===== config.mk =====
export PLATFORM = sky130hd
export DESIGN_NAME = uart_alu_top
export DESIGN_NICKNAME = d
export VERILOG_FILES = /design/src/rtl/uart_alu_top.sv
export SDC_FILE = /design/constraint.sdc
export NUM_CORES = 1
export LEC_CHECK = 0
export CAP_MARGIN = 20
export CORE_ASPECT_RATIO = 1.2
export CORE_MARGIN = 2
export CORE_UTILIZATION = 61
export DETAILED_ROUTE_END_ITERATION = 12
export GPL_ROUTABILITY_DRIVEN = 0
export HOLD_SLACK_MARGIN = 0.06
export MAX_ROUTING_LAYER = met4
export PLACE_DENSITY = 0.77
export SLEW_MARGIN = 20
export SYNTH_ARGS = -nofsm -noshare
export SYNTH_HDL_FRONTEND = slang
export SYNTH_SLANG_ARGS = --single-unit

===== constraint.sdc =====
create_clock -name clk -period 3.18 [get_ports clk]
set_input_delay 0.795 -clock clk [delete_from_list [all_inputs] [get_ports clk]]
set_output_delay 0.795 -clock clk [all_outputs]
set_load 0.02 [all_outputs]

===== src/rtl/uart_alu_top.sv =====
// uart_alu_top: UART-attached ALU. Receives 8N1 command packets on rx_i and
// either echoes the payload or returns a 32-bit little-endian word sum on tx_o.
// Ports:
//   clk   - system clock
//   rst   - asynchronous active-low reset (0 = reset)
//   rx_i  - UART serial input, idle high
//   tx_o  - UART serial output, idle high
module uart_alu_top #(
  parameter int unsigned PRESCALE   = 35,
  parameter int unsigned FIFO_DEPTH = 4
) (
  input  logic clk,
  input  logic rst,
  input  logic rx_i,
  output logic tx_o
);

  localparam int unsigned BIT_CLKS  = 8 * PRESCALE;
  localparam int unsigned HALF_CLKS = 4 * PRESCALE;
  localparam int unsigned CNT_W     = $clog2(BIT_CLKS);
  localparam int unsigned PTR_W     = $clog2(FIFO_DEPTH);
  localparam logic [7:0]  OP_ECHO   = 8'hEC;
  localparam logic [7:0]  OP_ADD    = 8'hAD;

  // ---------------------------------------------------------------- RX sync
  logic r_rx_s1, r_rx_s2, r_rx_prev;

  always_ff @(posedge clk or negedge rst) begin
    if (!rst) begin
      r_rx_s1   <= 1'b1;
      r_rx_s2   <= 1'b1;
      r_rx_prev <= 1'b1;
    end else begin
      r_rx_s1   <= rx_i;
      r_rx_s2   <= r_rx_s1;
      r_rx_prev <= r_rx_s2;
    end
  end

  // ---------------------------------------------------------------- RX deframer
  typedef enum logic [1:0] {RX_IDLE, RX_START, RX_DATA, RX_STOP} rx_state_t;

  rx_state_t        r_rx_state, w_rx_state_nxt;
  logic [CNT_W-1:0] r_rx_cnt, w_rx_cnt_nxt;
  logic [2:0]       r_rx_bit, w_rx_bit_nxt;
  logic [7:0]       r_rx_shift, w_rx_shift_nxt;
  logic             r_rx_valid, w_rx_valid_nxt;
  logic             w_rx_tick;

  assign w_rx_tick = (r_rx_cnt == CNT_W'(BIT_CLKS - 1));

  always_ff @(posedge clk or negedge rst) begin
    if (!rst) begin
      r_rx_state <= RX_IDLE;
      r_rx_cnt   <= '0;
      r_rx_bit   <= '0;
      r_rx_shift <= '0;
      r_rx_valid <= 1'b0;
    end else begin
      r_rx_state <= w_rx_state_nxt;
      r_rx_cnt   <= w_rx_cnt_nxt;
      r_rx_bit   <= w_rx_bit_nxt;
      r_rx_shift <= w_rx_shift_nxt;
      r_rx_valid <= w_rx_valid_nxt;
    end
  end

  always_comb begin
    w_rx_state_nxt = r_rx_state;
    w_rx_cnt_nxt   = r_rx_cnt + CNT_W'(1);
    w_rx_bit_nxt   = r_rx_bit;
    w_rx_shift_nxt = r_rx_shift;
    w_rx_valid_nxt = 1'b0;
    unique case (r_rx_state)
      RX_IDLE: begin
        w_rx_cnt_nxt = '0;
        if (r_rx_prev && !r_rx_s2) w_rx_state_nxt = RX_START;
      end
      RX_START: begin
        // Mid-bit re-check rejects glitches shorter than half a bit.
        if (r_rx_cnt == CNT_W'(HALF_CLKS - 1)) begin
          w_rx_cnt_nxt   = '0;
          w_rx_bit_nxt   = '0;
          w_rx_state_nxt = r_rx_s2 ? RX_IDLE : RX_DATA;
        end
      end
      RX_DATA: begin
        if (w_rx_tick) begin
          w_rx_cnt_nxt   = '0;
          w_rx_shift_nxt = {r_rx_s2, r_rx_shift[7:1]};
          w_rx_bit_nxt   = r_rx_bit + 3'd1;
          if (r_rx_bit == 3'd7) w_rx_state_nxt = RX_STOP;
        end
      end
      RX_STOP: begin
        if (w_rx_tick) begin
          w_rx_cnt_nxt   = '0;
          w_rx_state_nxt = RX_IDLE;
          w_rx_valid_nxt = r_rx_s2;
        end
      end
    endcase
  end

  // ---------------------------------------------------------------- packet controller
  typedef enum logic [2:0] {
    C_OPCODE, C_RSVD, C_LEN_LO, C_LEN_HI, C_PAYLOAD, C_RESULT
  } ctl_state_t;

  ctl_state_t  r_ctl_state, w_ctl_state_nxt;
  logic [7:0]  r_opcode, w_opcode_nxt;
  logic [7:0]  r_len_lo, w_len_lo_nxt;
  logic [15:0] r_remain, w_remain_nxt;
  logic [23:0] r_word, w_word_nxt;
  logic [1:0]  r_byte_idx, w_byte_idx_nxt;
  logic [31:0] r_acc, w_acc_nxt;
  logic [1:0]  r_res_idx, w_res_idx_nxt;
  logic        r_hdr_pend, w_hdr_pend_nxt;
  logic [15:0] w_len;
  logic        w_fifo_push;
  logic [7:0]  w_fifo_wdata;

  assign w_len = {r_rx_shift, r_len_lo};

  always_ff @(posedge clk or negedge rst) begin
    if (!rst) begin
      r_ctl_state <= C_OPCODE;
      r_opcode    <= '0;
      r_len_lo    <= '0;
      r_remain    <= '0;
      r_word      <= '0;
      r_byte_idx  <= '0;
      r_acc       <= '0;
      r_res_idx   <= '0;
      r_hdr_pend  <= 1'b0;
    end else begin
      r_ctl_state <= w_ctl_state_nxt;
      r_opcode    <= w_opcode_nxt;
      r_len_lo    <= w_len_lo_nxt;
      r_remain    <= w_remain_nxt;
      r_word      <= w_word_nxt;
      r_byte_idx  <= w_byte_idx_nxt;
      r_acc       <= w_acc_nxt;
      r_res_idx   <= w_res_idx_nxt;
      r_hdr_pend  <= w_hdr_pend_nxt;
    end
  end

  always_comb begin
    w_ctl_state_nxt = r_ctl_state;
    w_opcode_nxt    = r_opcode;
    w_len_lo_nxt    = r_len_lo;
    w_remain_nxt    = r_remain;
    w_word_nxt      = r_word;
    w_byte_idx_nxt  = r_byte_idx;
    w_acc_nxt       = r_acc;
    w_res_idx_nxt   = r_res_idx;
    w_hdr_pend_nxt  = r_hdr_pend;
    w_fifo_push     = 1'b0;
    w_fifo_wdata    = r_rx_shift;
    case (r_ctl_state)
      C_OPCODE: begin
        if (r_rx_valid) begin
          w_opcode_nxt    = r_rx_shift;
          w_acc_nxt       = '0;
          w_ctl_state_nxt = C_RSVD;
        end
      end
      C_RSVD: begin
        if (r_rx_valid) w_ctl_state_nxt = C_LEN_LO;
      end
      C_LEN_LO: begin
        if (r_rx_valid) begin
          w_len_lo_nxt    = r_rx_shift;
          w_ctl_state_nxt = C_LEN_HI;
        end
      end
      C_LEN_HI: begin
        if (r_rx_valid) begin
          w_byte_idx_nxt = '0;
          w_res_idx_nxt  = '0;
          // Lengths below the header size mean an empty payload.
          if (w_len <= 16'd4) begin
            w_remain_nxt    = '0;
            w_ctl_state_nxt = (r_opcode == OP_ADD) ? C_RESULT : C_OPCODE;
          end else begin
            w_remain_nxt    = w_len - 16'd4;
            w_ctl_state_nxt = C_PAYLOAD;
          end
        end
      end
      C_PAYLOAD: begin
        if (r_rx_valid) begin
          w_remain_nxt = r_remain - 16'd1;
          if (r_opcode == OP_ECHO) w_fifo_push = 1'b1;
          if (r_opcode == OP_ADD) begin
            // Low three bytes collect in r_word; the fourth completes the word.
            w_byte_idx_nxt = r_byte_idx + 2'd1;
            w_word_nxt     = {r_rx_shift, r_word[23:8]};
            if (r_byte_idx == 2'd3) w_acc_nxt = r_acc + {r_rx_shift, r_word};
          end
          if (r_remain == 16'd1) begin
            w_ctl_state_nxt = (r_opcode == OP_ADD) ? C_RESULT : C_OPCODE;
          end
        end
      end
      C_RESULT: begin
        w_fifo_push   = 1'b1;
        w_fifo_wdata  = 8'(r_acc >> {r_res_idx, 3'b000});
        w_res_idx_nxt = r_res_idx + 2'd1;
        // A byte landing here is the next packet's opcode.
        if (r_rx_valid) begin
          w_opcode_nxt   = r_rx_shift;
          w_hdr_pend_nxt = 1'b1;
        end
        if (r_res_idx == 2'd3) begin
          w_acc_nxt       = '0;
          w_hdr_pend_nxt  = 1'b0;
          w_ctl_state_nxt = (r_hdr_pend || r_rx_valid) ? C_RSVD : C_OPCODE;
        end
      end
      default: w_ctl_state_nxt = C_OPCODE;
    endcase
  end

  // ---------------------------------------------------------------- TX byte FIFO
  logic [7:0]     r_mem [FIFO_DEPTH];
  logic [PTR_W:0] r_wptr, r_rptr;
  logic           w_empty, w_full, w_fifo_pop;

  assign w_empty = (r_wptr == r_rptr);
  assign w_full  = (r_wptr[PTR_W] != r_rptr[PTR_W]) &&
                   (r_wptr[PTR_W-1:0] == r_rptr[PTR_W-1:0]);

  always_ff @(posedge clk or negedge rst) begin
    if (!rst) begin
      r_wptr <= '0;
      r_rptr <= '0;
    end else begin
      if (w_fifo_push && !w_full) r_wptr <= r_wptr + (PTR_W+1)'(1);
      if (w_fifo_pop)             r_rptr <= r_rptr + (PTR_W+1)'(1);
    end
  end

  // Storage needs no reset; the pointers define what is valid.
  always_ff @(posedge clk) begin
    if (w_fifo_push && !w_full) r_mem[r_wptr[PTR_W-1:0]] <= w_fifo_wdata;
  end

  // ---------------------------------------------------------------- TX serialiser
  typedef enum logic [1:0] {TX_IDLE, TX_START, TX_DATA, TX_STOP} tx_state_t;

  tx_state_t        r_tx_state, w_tx_state_nxt;
  logic [CNT_W-1:0] r_tx_cnt, w_tx_cnt_nxt;
  logic [2:0]       r_tx_bit, w_tx_bit_nxt;
  logic [7:0]       r_tx_shift, w_tx_shift_nxt;
  logic             r_tx, w_tx_nxt;
  logic             w_tx_tick;

  assign w_tx_tick = (r_tx_cnt == CNT_W'(BIT_CLKS - 1));
  assign tx_o      = r_tx;

  always_ff @(posedge clk or negedge rst) begin
    if (!rst) begin
      r_tx_state <= TX_IDLE;
      r_tx_cnt   <= '0;
      r_tx_bit   <= '0;
      r_tx_shift <= '0;
      r_tx       <= 1'b1;
    end else begin
      r_tx_state <= w_tx_state_nxt;
      r_tx_cnt   <= w_tx_cnt_nxt;
      r_tx_bit   <= w_tx_bit_nxt;
      r_tx_shift <= w_tx_shift_nxt;
      r_tx       <= w_tx_nxt;
    end
  end

  always_comb begin
    w_tx_state_nxt = r_tx_state;
    w_tx_cnt_nxt   = r_tx_cnt + CNT_W'(1);
    w_tx_bit_nxt   = r_tx_bit;
    w_tx_shift_nxt = r_tx_shift;
    w_tx_nxt       = r_tx;
    w_fifo_pop     = 1'b0;
    unique case (r_tx_state)
      TX_IDLE: begin
        w_tx_cnt_nxt = '0;
        w_tx_nxt     = 1'b1;
        if (!w_empty) begin
          w_fifo_pop     = 1'b1;
          w_tx_shift_nxt = r_mem[r_rptr[PTR_W-1:0]];
          w_tx_state_nxt = TX_START;
          w_tx_nxt       = 1'b0;
        end
      end
      TX_START: begin
        if (w_tx_tick) begin
          w_tx_cnt_nxt   = '0;
          w_tx_bit_nxt   = '0;
          w_tx_nxt       = r_tx_shift[0];
          w_tx_state_nxt = TX_DATA;
        end
      end
      TX_DATA: begin
        if (w_tx_tick) begin
          w_tx_cnt_nxt = '0;
          if (r_tx_bit == 3'd7) begin
            w_tx_nxt       = 1'b1;
            w_tx_state_nxt = TX_STOP;
          end else begin
            w_tx_bit_nxt   = r_tx_bit + 3'd1;
            w_tx_shift_nxt = {1'b0, r_tx_shift[7:1]};
            w_tx_nxt       = r_tx_shift[1];
          end
        end
      end
      TX_STOP: begin
        if (w_tx_tick) begin
          w_tx_cnt_nxt = '0;
          // Back-to-back bytes: start bit follows the stop bit directly.
          if (!w_empty) begin
            w_fifo_pop     = 1'b1;
            w_tx_shift_nxt = r_mem[r_rptr[PTR_W-1:0]];
            w_tx_state_nxt = TX_START;
            w_tx_nxt       = 1'b0;
          end else begin
            w_tx_state_nxt = TX_IDLE;
            w_tx_nxt       = 1'b1;
          end
        end
      end
    endcase
  end

endmodule


# [After elaboration in Yosys (flattened, before gate mapping)]
# Memory sizes are Yosys's and may differ from the RTL's.
# Cells that the tools add are included.
[totals] in_bits=3 elab_cells=193 ram_bits=32 regBits=151 memories=1 output_inout_bits=1
[op_classes] add_sub_neg=11 order_cmp=1 shift=1 n_reduce_logical=35 n_mux=76 eq_ne=44
[mem_list] memory="r_mem" depth=4 width=8 rd=1 rd_ports_with_merged_regs=0 wr=1 line="227" source="logic [7:0] r_mem [FIFO_DEPTH];"
[op_table] cell="2-to-1 mux 32 bit" n=5
[op_table] cell="one-hot mux 32 bit (3 select lines)" n=1
[op_table] cell="2-to-1 mux 16 bit" n=3
[op_table] cell="2-to-1 mux 3 bit" n=14
[op_table] cell="2-to-1 mux 8 bit" n=5
[op_table] cell="inequality test 2 bit, second input constant" n=20
[op_table] cell="adder 32 bit" n=1
[op_table] cell="one-hot mux 16 bit (2 select lines)" n=1
[op_table] cell=">> shifter 32 x 5 -> 8 bit" n=1
[op_table] cell="2-to-1 mux 2 bit" n=14
[op_table] cell="2-to-1 mux 9 bit" n=3
[op_table] cell="one-hot mux 9 bit (3 select lines)" n=1
[op_table] cell="one-hot mux 8 bit (3 select lines)" n=1
[op_table] cell="adder 9 x 1 -> 9 bit, second input constant" n=2
[op_table] cell="equality test 9 bit, second input constant" n=2
[op_table] cell="one-hot mux 3 bit (6 select lines)" n=1
[op_table] cell="one-hot mux 9 bit (2 select lines)" n=1
[op_table] cell="2-to-1 mux 1 bit" n=17
[op_table] cell="equality test 16 x 1 -> 1 bit, second input constant" n=1
[op_table] cell="equality test 8 bit, second input constant" n=2
[op_table] cell="<= comparator 16 x 3 -> 1 bit, second input constant" n=1
[op_table] cell="one-hot mux 2 bit (4 select lines)" n=2
[op_table] cell="subtractor 16 x 1 -> 16 bit, second input constant" n=1
[op_table] cell="subtractor 16 x 3 -> 16 bit, second input constant" n=1
[op_table] cell="30 further kinds" n=67

# [Logic depth before layout (Yosys ltp)]
[logic_depth] depth_word=7 ltp_mapped=11 ltp_nobuf=11

# [Worst setup path after synthesis]
# No wires, ideal clock.
[synth_path] path_type="reg2reg" start="reg r_acc[0]" end="reg r_acc[30]" stages_incl_launch_ff=12 setup_slack_ns=0.828 t_arrival_ns=2.257 setup_ns=0.095 required_time_ns=3.085 period_less_slack_ns=2.352 path_buffers=0 cell_sequence="dfrtp_1 -> ha_1 -> inv_1 -> fa_1 -> nor2b_1 -> o31a_1 -> o21ai_2 -> a21oi_1 -> o211a_1 -> o2111a_1 -> nor3_1 -> o31ai_1"
[synth_via] elab_chain_cells=5
[synth_lines] element="start, declared" line="116" source="logic [31:0] r_acc, w_acc_nxt;"
[synth_lines] element="start signal, assigned" line="143" source="r_acc <= w_acc_nxt;"
[synth_lines] element="adder 32 bit" line="200" source="if (r_byte_idx == 2'd3) w_acc_nxt = r_acc + {r_rx_shift, r_word};"
[synth_lines] element="2-to-1 mux 32 bit" line="200"
[synth_lines] element="2-to-1 mux 32 bit" line="196" source="if (r_opcode == OP_ADD) begin"
[synth_lines] element="2-to-1 mux 32 bit" line="193" source="if (r_rx_valid) begin"
[synth_lines] element="one-hot mux 32 bit (3 select lines)" line="161" source="case (r_ctl_state)"
# No other way between the ends. The select of a mux whose other input is x is not followed.
# A chain may end at the register's enable or synchronous reset.

# [Worst setup path after layout]
# Ends and elaborated chain as after synthesis.

==> summary.md <==
| Metric | Value |
|---|---|
| FMAX | between 300 and 400 MHz |
| Sequential fraction of the synthesis area | a little under half |
| Count of flip-flops with a built-in enable after synthesis | 32 |
| Launching element type of the critical path | flip-flop |
| Crit. End Element | flip-flop |
| Core Region | ~0.016 mm2 |
| Total wire length after detailed routing | roughly 22 mm |
| First-pass GRT wire length | approximately 37 mm |
| Average wire per cell in the routed design | about 19 um |
| Final setup skew | around 0.011 ns |
| CTS buffer count | 17 |
| Gates resized, CTS repair | 0 |
| Cell Int Power | roughly 0.0037 W |
| Cell type contributing the most total cell area after synthesis | sky130_fd_sc_hd__dfrtp_1 |
| Number of hold-slack violations in the final timing report | 0 |
| Capturing point of the worst reg2reg path | r_acc[30] |
| DRC violation count after routing | 0 |
| Number of buffers added on ports | 3 |
| Max VDD drop | around 0.00040 V |
| Final min period | roughly 2.7 ns |
| FF-to-FF Start | r_acc[0] |
| Fraction of power consumed by sequential logic | between 50 and 60% |
| Cell Pwr Density | 434.7 mW/mm2 |
| Post-CTS repair timing setup buffer count | 0 |
| Metal3 WL | roughly 930 um |
| Count of synthesis-stage warnings from yosys | 0 |
| Post-Syn Nets | around 1000 |
| Vias after detailed routing | 7350 |
| Sw Share | between 20% and 30% |
| Worst path arrival time | between 3 and 4 ns |
| Yosys reg bits | 183 |
| Maximum Capacitance Violations | 0 |
| Data required time of the worst path | roughly 3.5 ns |
| Maximum clock insertion buffer count | 2 |
| Multiplexer share of the synthesized area | 10.94% |
| Pre-CTS setup slack | slightly above 0.5 ns |
| Global router's overall resource usage | a little over a quarter |
| Reg-to-reg setup timing slack | roughly 0.48 ns |
| Post-Synth XOR/XNOR Area | around 4.6% |
| Proportion of power drawn by combinational gates | between 3 and 4% |
| Static leakage power | slightly below 5 nW |
| Area occupied by multi-input gates | between 0.005 and 0.006 mm2 |
| Path depth of the worst reg2reg path | 11 |
| Adder-cell share of the synthesized area | between 6 and 7% |
| Total Negative Setup Slacks | 0 ns |
| Cell Count, Final, Fillers Out | approximately 1200 |
| IO Count | 4 |
| ANT nets after route | 0 |
| Die area | ~0.018 mm2 |
| Die Ht | around 150 um |
| Latest clock arrival within the worst-skew pair | around 0.44 ns |
| Pin count of the biggest net entering global routing | 62 |
| Overflow left after global routing | 0 |
| Status | complete, no violations |
| Effective utilization at floorplan | a little over three fifths |
| Proportion of register bits with asynchronous set or reset after synthesis | 82.51% |
| Die X | roughly 120 um |
| Most used flip-flop cell after synthesis | sky130_fd_sc_hd__dfrtp_1 |
| Number of sinks driven by the clock tree | 183 |
| Clock transition at the register clock pins on the worst setup and hold paths after CTS | roughly 0.07 ns |
| Total met2 wirelength after detailed routing | between 10 and 15 mm |
| Worst relative slew slack | between 40% and 50% |
| Combinational family with the most area after synthesis | compound AO/OA/AOI/OAI gates |
| Cell Count Post-Placement | approximately 1200 |
| Starting DRC count in detailed routing | 543 |
| Number of antenna violations at the first check in global routing | 0 |
| Final Total Pwr | ~0.0048 W |
| Highest-count cells in the layout ignoring fill and taps | sky130_fd_sc_hd__dfrtp_1 (147), sky130_fd_sc_hd__o21ai_0 (81), sky130_fd_sc_hd__nand2_1 (79) |
| Synth unique cells | 75 |
| Tightest Pin Transition | between 0.7 and 0.8 ns |
| Final max-slew violation count | 0 |
| Setup repair after global routing missed its margin | false |
| Pre-Repair DR Iteration Count | 6 |
| Count of final setup violators | 0 |
| Number of levels the H-tree was split into | 4 |
| Clock root cell | sky130_fd_sc_hd__clkbuf_16 |
| Hold Path Class | primary input to asynchronous set/reset pin |
| Dpl hpwl | 15.71 mm |
| Number of instances in the synthesized netlist | roughly 970 |
| PnR worst setup slack | 0.4766 ns |
| Crit Path Max Fanout | 3 |
| Layout area overhead | 8.434% |
| Most common library cell in the layout ignoring fill and taps | sky130_fd_sc_hd__dfrtp_1 |
| Diodes inserted | 0 |
| Power share of the clock group | between 40 and 50% |
| Number of filler instances in the final layout | roughly 1200 |
| Netlist Area Pre-Place | 0.01018 mm2 |
| # hold bufs at CTS | 0 |
| Switching component of the power | between 0.001 and 0.0015 W |
| Worst Setup Path Type | flip-flop to flip-flop |
| Highest routing layer actually used | met4 |
| Mean Syn Cell Area | between 10 and 15 um2 |
| Compound-gate portion of the synthesized area | 14.74% |
| Seq. cell area | 0.004745 mm2 |
| Share of the synthesized area in the top cell type | between 30 and 40% |
| Synth Area in Simple Gates | between 10% and 20% |
| Largest cells by area after synthesis | sky130_fd_sc_hd__dfrtp_1 (36%), sky130_fd_sc_hd__edfxtp_1 (9.4%), sky130_fd_sc_hd__ha_1 (6.5%) |
| Via density per instance | between 6 and 7 |
| Nets | 1015 |
| Number of placement rows | a little over 50 |
| TritonCTS clock tree | yes |
| Routed length on met1 | 9.789 mm |
| Utilization after layout | between 60 and 70% |
| Share of layout cells above drive strength 1 | about 15% |
| Via count of the first global-routing pass | between 7000 and 8000 |
| Share of the clock period used by the worst path after layout | a little under nine tenths |
==> critical path, cell delays in order, from the launching register on <==
cell	delay [ns]
sky130_fd_sc_hd__dfrtp_1	0.37
sky130_fd_sc_hd__ha_1	0.20
sky130_fd_sc_hd__inv_1	0.06
sky130_fd_sc_hd__fa_1	0.38
sky130_fd_sc_hd__nor2b_1	0.23
sky130_fd_sc_hd__o31a_1	0.20
sky130_fd_sc_hd__o21ai_2	0.07
sky130_fd_sc_hd__a21oi_1	0.35
sky130_fd_sc_hd__o211a_1	0.25
sky130_fd_sc_hd__o2111a_1	0.23
sky130_fd_sc_hd__nor3_1	0.05
sky130_fd_sc_hd__o31ai_1	0.22
==> layer usage <==
layer  global-route usage, %  up-vias
met5                       -        -
met4                   10.52        0
met3                   4.389       53
met2                   43.38      198
met1                   35.22     3597
li1                        -     3502
==> power groups by stage <==
stage | Combinational [W] | Sequential [W] | Clock [W]
5_1_grt | 0.000179 | 0.00244 | 0.00235
2_1_floorplan | 0.000101 | 0.00246 | 0
4_1_cts | 0.000154 | 0.00244 | 0.00224
3_5_place_dp | 0.000153 | 0.00248 | 0
3_3_place_gp | 0.000152 | 0.00248 | 0
6_report | 0.000148 | 0.00244 | 0.00221
==> cells by family after synthesis <==
logic type / Yosys count
adders and majority gates: 54
buffers and inverters: 80
and+or+nand+nor: 271
xor gates and xnor gates: 54
DFF: 183
muxes: 84
AOI/OAI and AO/OA: 241
==> flip-flops by register name (all words and copies together) (netlist names), 2 cells and up, named ones only <==
register and count:
r_mem 32, r_tx_bit 3, r_wptr 3, r_rx_shift 8, r_tx_state 2, r_rptr 3
r_opcode 8, r_byte_idx 2, r_tx_shift 8, r_res_idx 2, r_ctl_state 3, r_word 24
r_len_lo 8, r_rx_bit 3, r_acc 32, r_rx_cnt 9, r_tx_cnt 9, r_remain 16
==> cell usage after synthesis, types with 3 or more instances <==
cell type	n
sky130_fd_sc_hd__nor3b_1	4
sky130_fd_sc_hd__mux4_2	16
sky130_fd_sc_hd__nand2_1	79
sky130_fd_sc_hd__a21o_1	14
sky130_fd_sc_hd__buf_2	9
sky130_fd_sc_hd__a22o_1	8
sky130_fd_sc_hd__nand4_1	10
sky130_fd_sc_hd__nor2b_1	5
sky130_fd_sc_hd__nor3_1	24
sky130_fd_sc_hd__clkbuf_1	34
sky130_fd_sc_hd__ha_1	53
sky130_fd_sc_hd__o31ai_1	9
sky130_fd_sc_hd__nor4bb_1	3
sky130_fd_sc_hd__edfxtp_1	32
sky130_fd_sc_hd__nand3_1	17
sky130_fd_sc_hd__inv_1	30
sky130_fd_sc_hd__and2_1	14
sky130_fd_sc_hd__o21a_1	7
sky130_fd_sc_hd__o211ai_1	8
sky130_fd_sc_hd__a21oi_1	57
sky130_fd_sc_hd__a211oi_1	6
sky130_fd_sc_hd__nor2_1	73
sky130_fd_sc_hd__nor4_1	5
sky130_fd_sc_hd__a22oi_1	8
sky130_fd_sc_hd__buf_1	3
sky130_fd_sc_hd__xnor2_1	24
sky130_fd_sc_hd__dfrtp_1	147
sky130_fd_sc_hd__xor2_1	30
sky130_fd_sc_hd__nand2_2	3
sky130_fd_sc_hd__o41ai_1	4
sky130_fd_sc_hd__and3_1	10
sky130_fd_sc_hd__nand2b_1	5
sky130_fd_sc_hd__mux2_2	58
sky130_fd_sc_hd__mux2i_1	10
sky130_fd_sc_hd__dfstp_2	4
sky130_fd_sc_hd__o22ai_1	7
sky130_fd_sc_hd__a31oi_1	5
sky130_fd_sc_hd__o21ai_0	81
==> cell type report <==
cell class | count | share of cell area, %
tap | 212 | 2.404
sequential | 183 | 43.00
clock inverter | 13 | 1.451
clock buffer | 19 | 4.116
inverter | 31 | 1.055
timing repair buffer | 21 | 1.622
multi-input combinational | 704 | 46.35
==> worst max path at each step <==
stage                           end  slack [ns]  cells after the start     start
after floorplan           r_acc[30]        0.83                     11  r_acc[0]
after global placement    r_acc[30]        0.60                     11  r_acc[0]
after detailed placement  r_acc[30]        0.50                     11  r_acc[0]
after CTS                 r_acc[30]        0.49                     11  r_acc[0]
after global routing      r_acc[28]        0.24                     11  r_acc[0]
final                     r_acc[30]        0.48                     11  r_acc[0]
==> per-stage QoR <==
| stage | area (um2) | hold slack [ns] |
|---|---|---|
| 2_1_floorplan | 10180 | 0.3452 |
| 3_3_place_gp | 10420 | 0.3461 |
| 3_5_place_dp | 10420 | 0.3472 |
| 4_1_cts | 11030 | 0.3445 |
| 5_1_grt | 11030 | 0.3588 |
| 6_report | 11030 | 0.3266 |
Power figures use the tool's default switching activity.
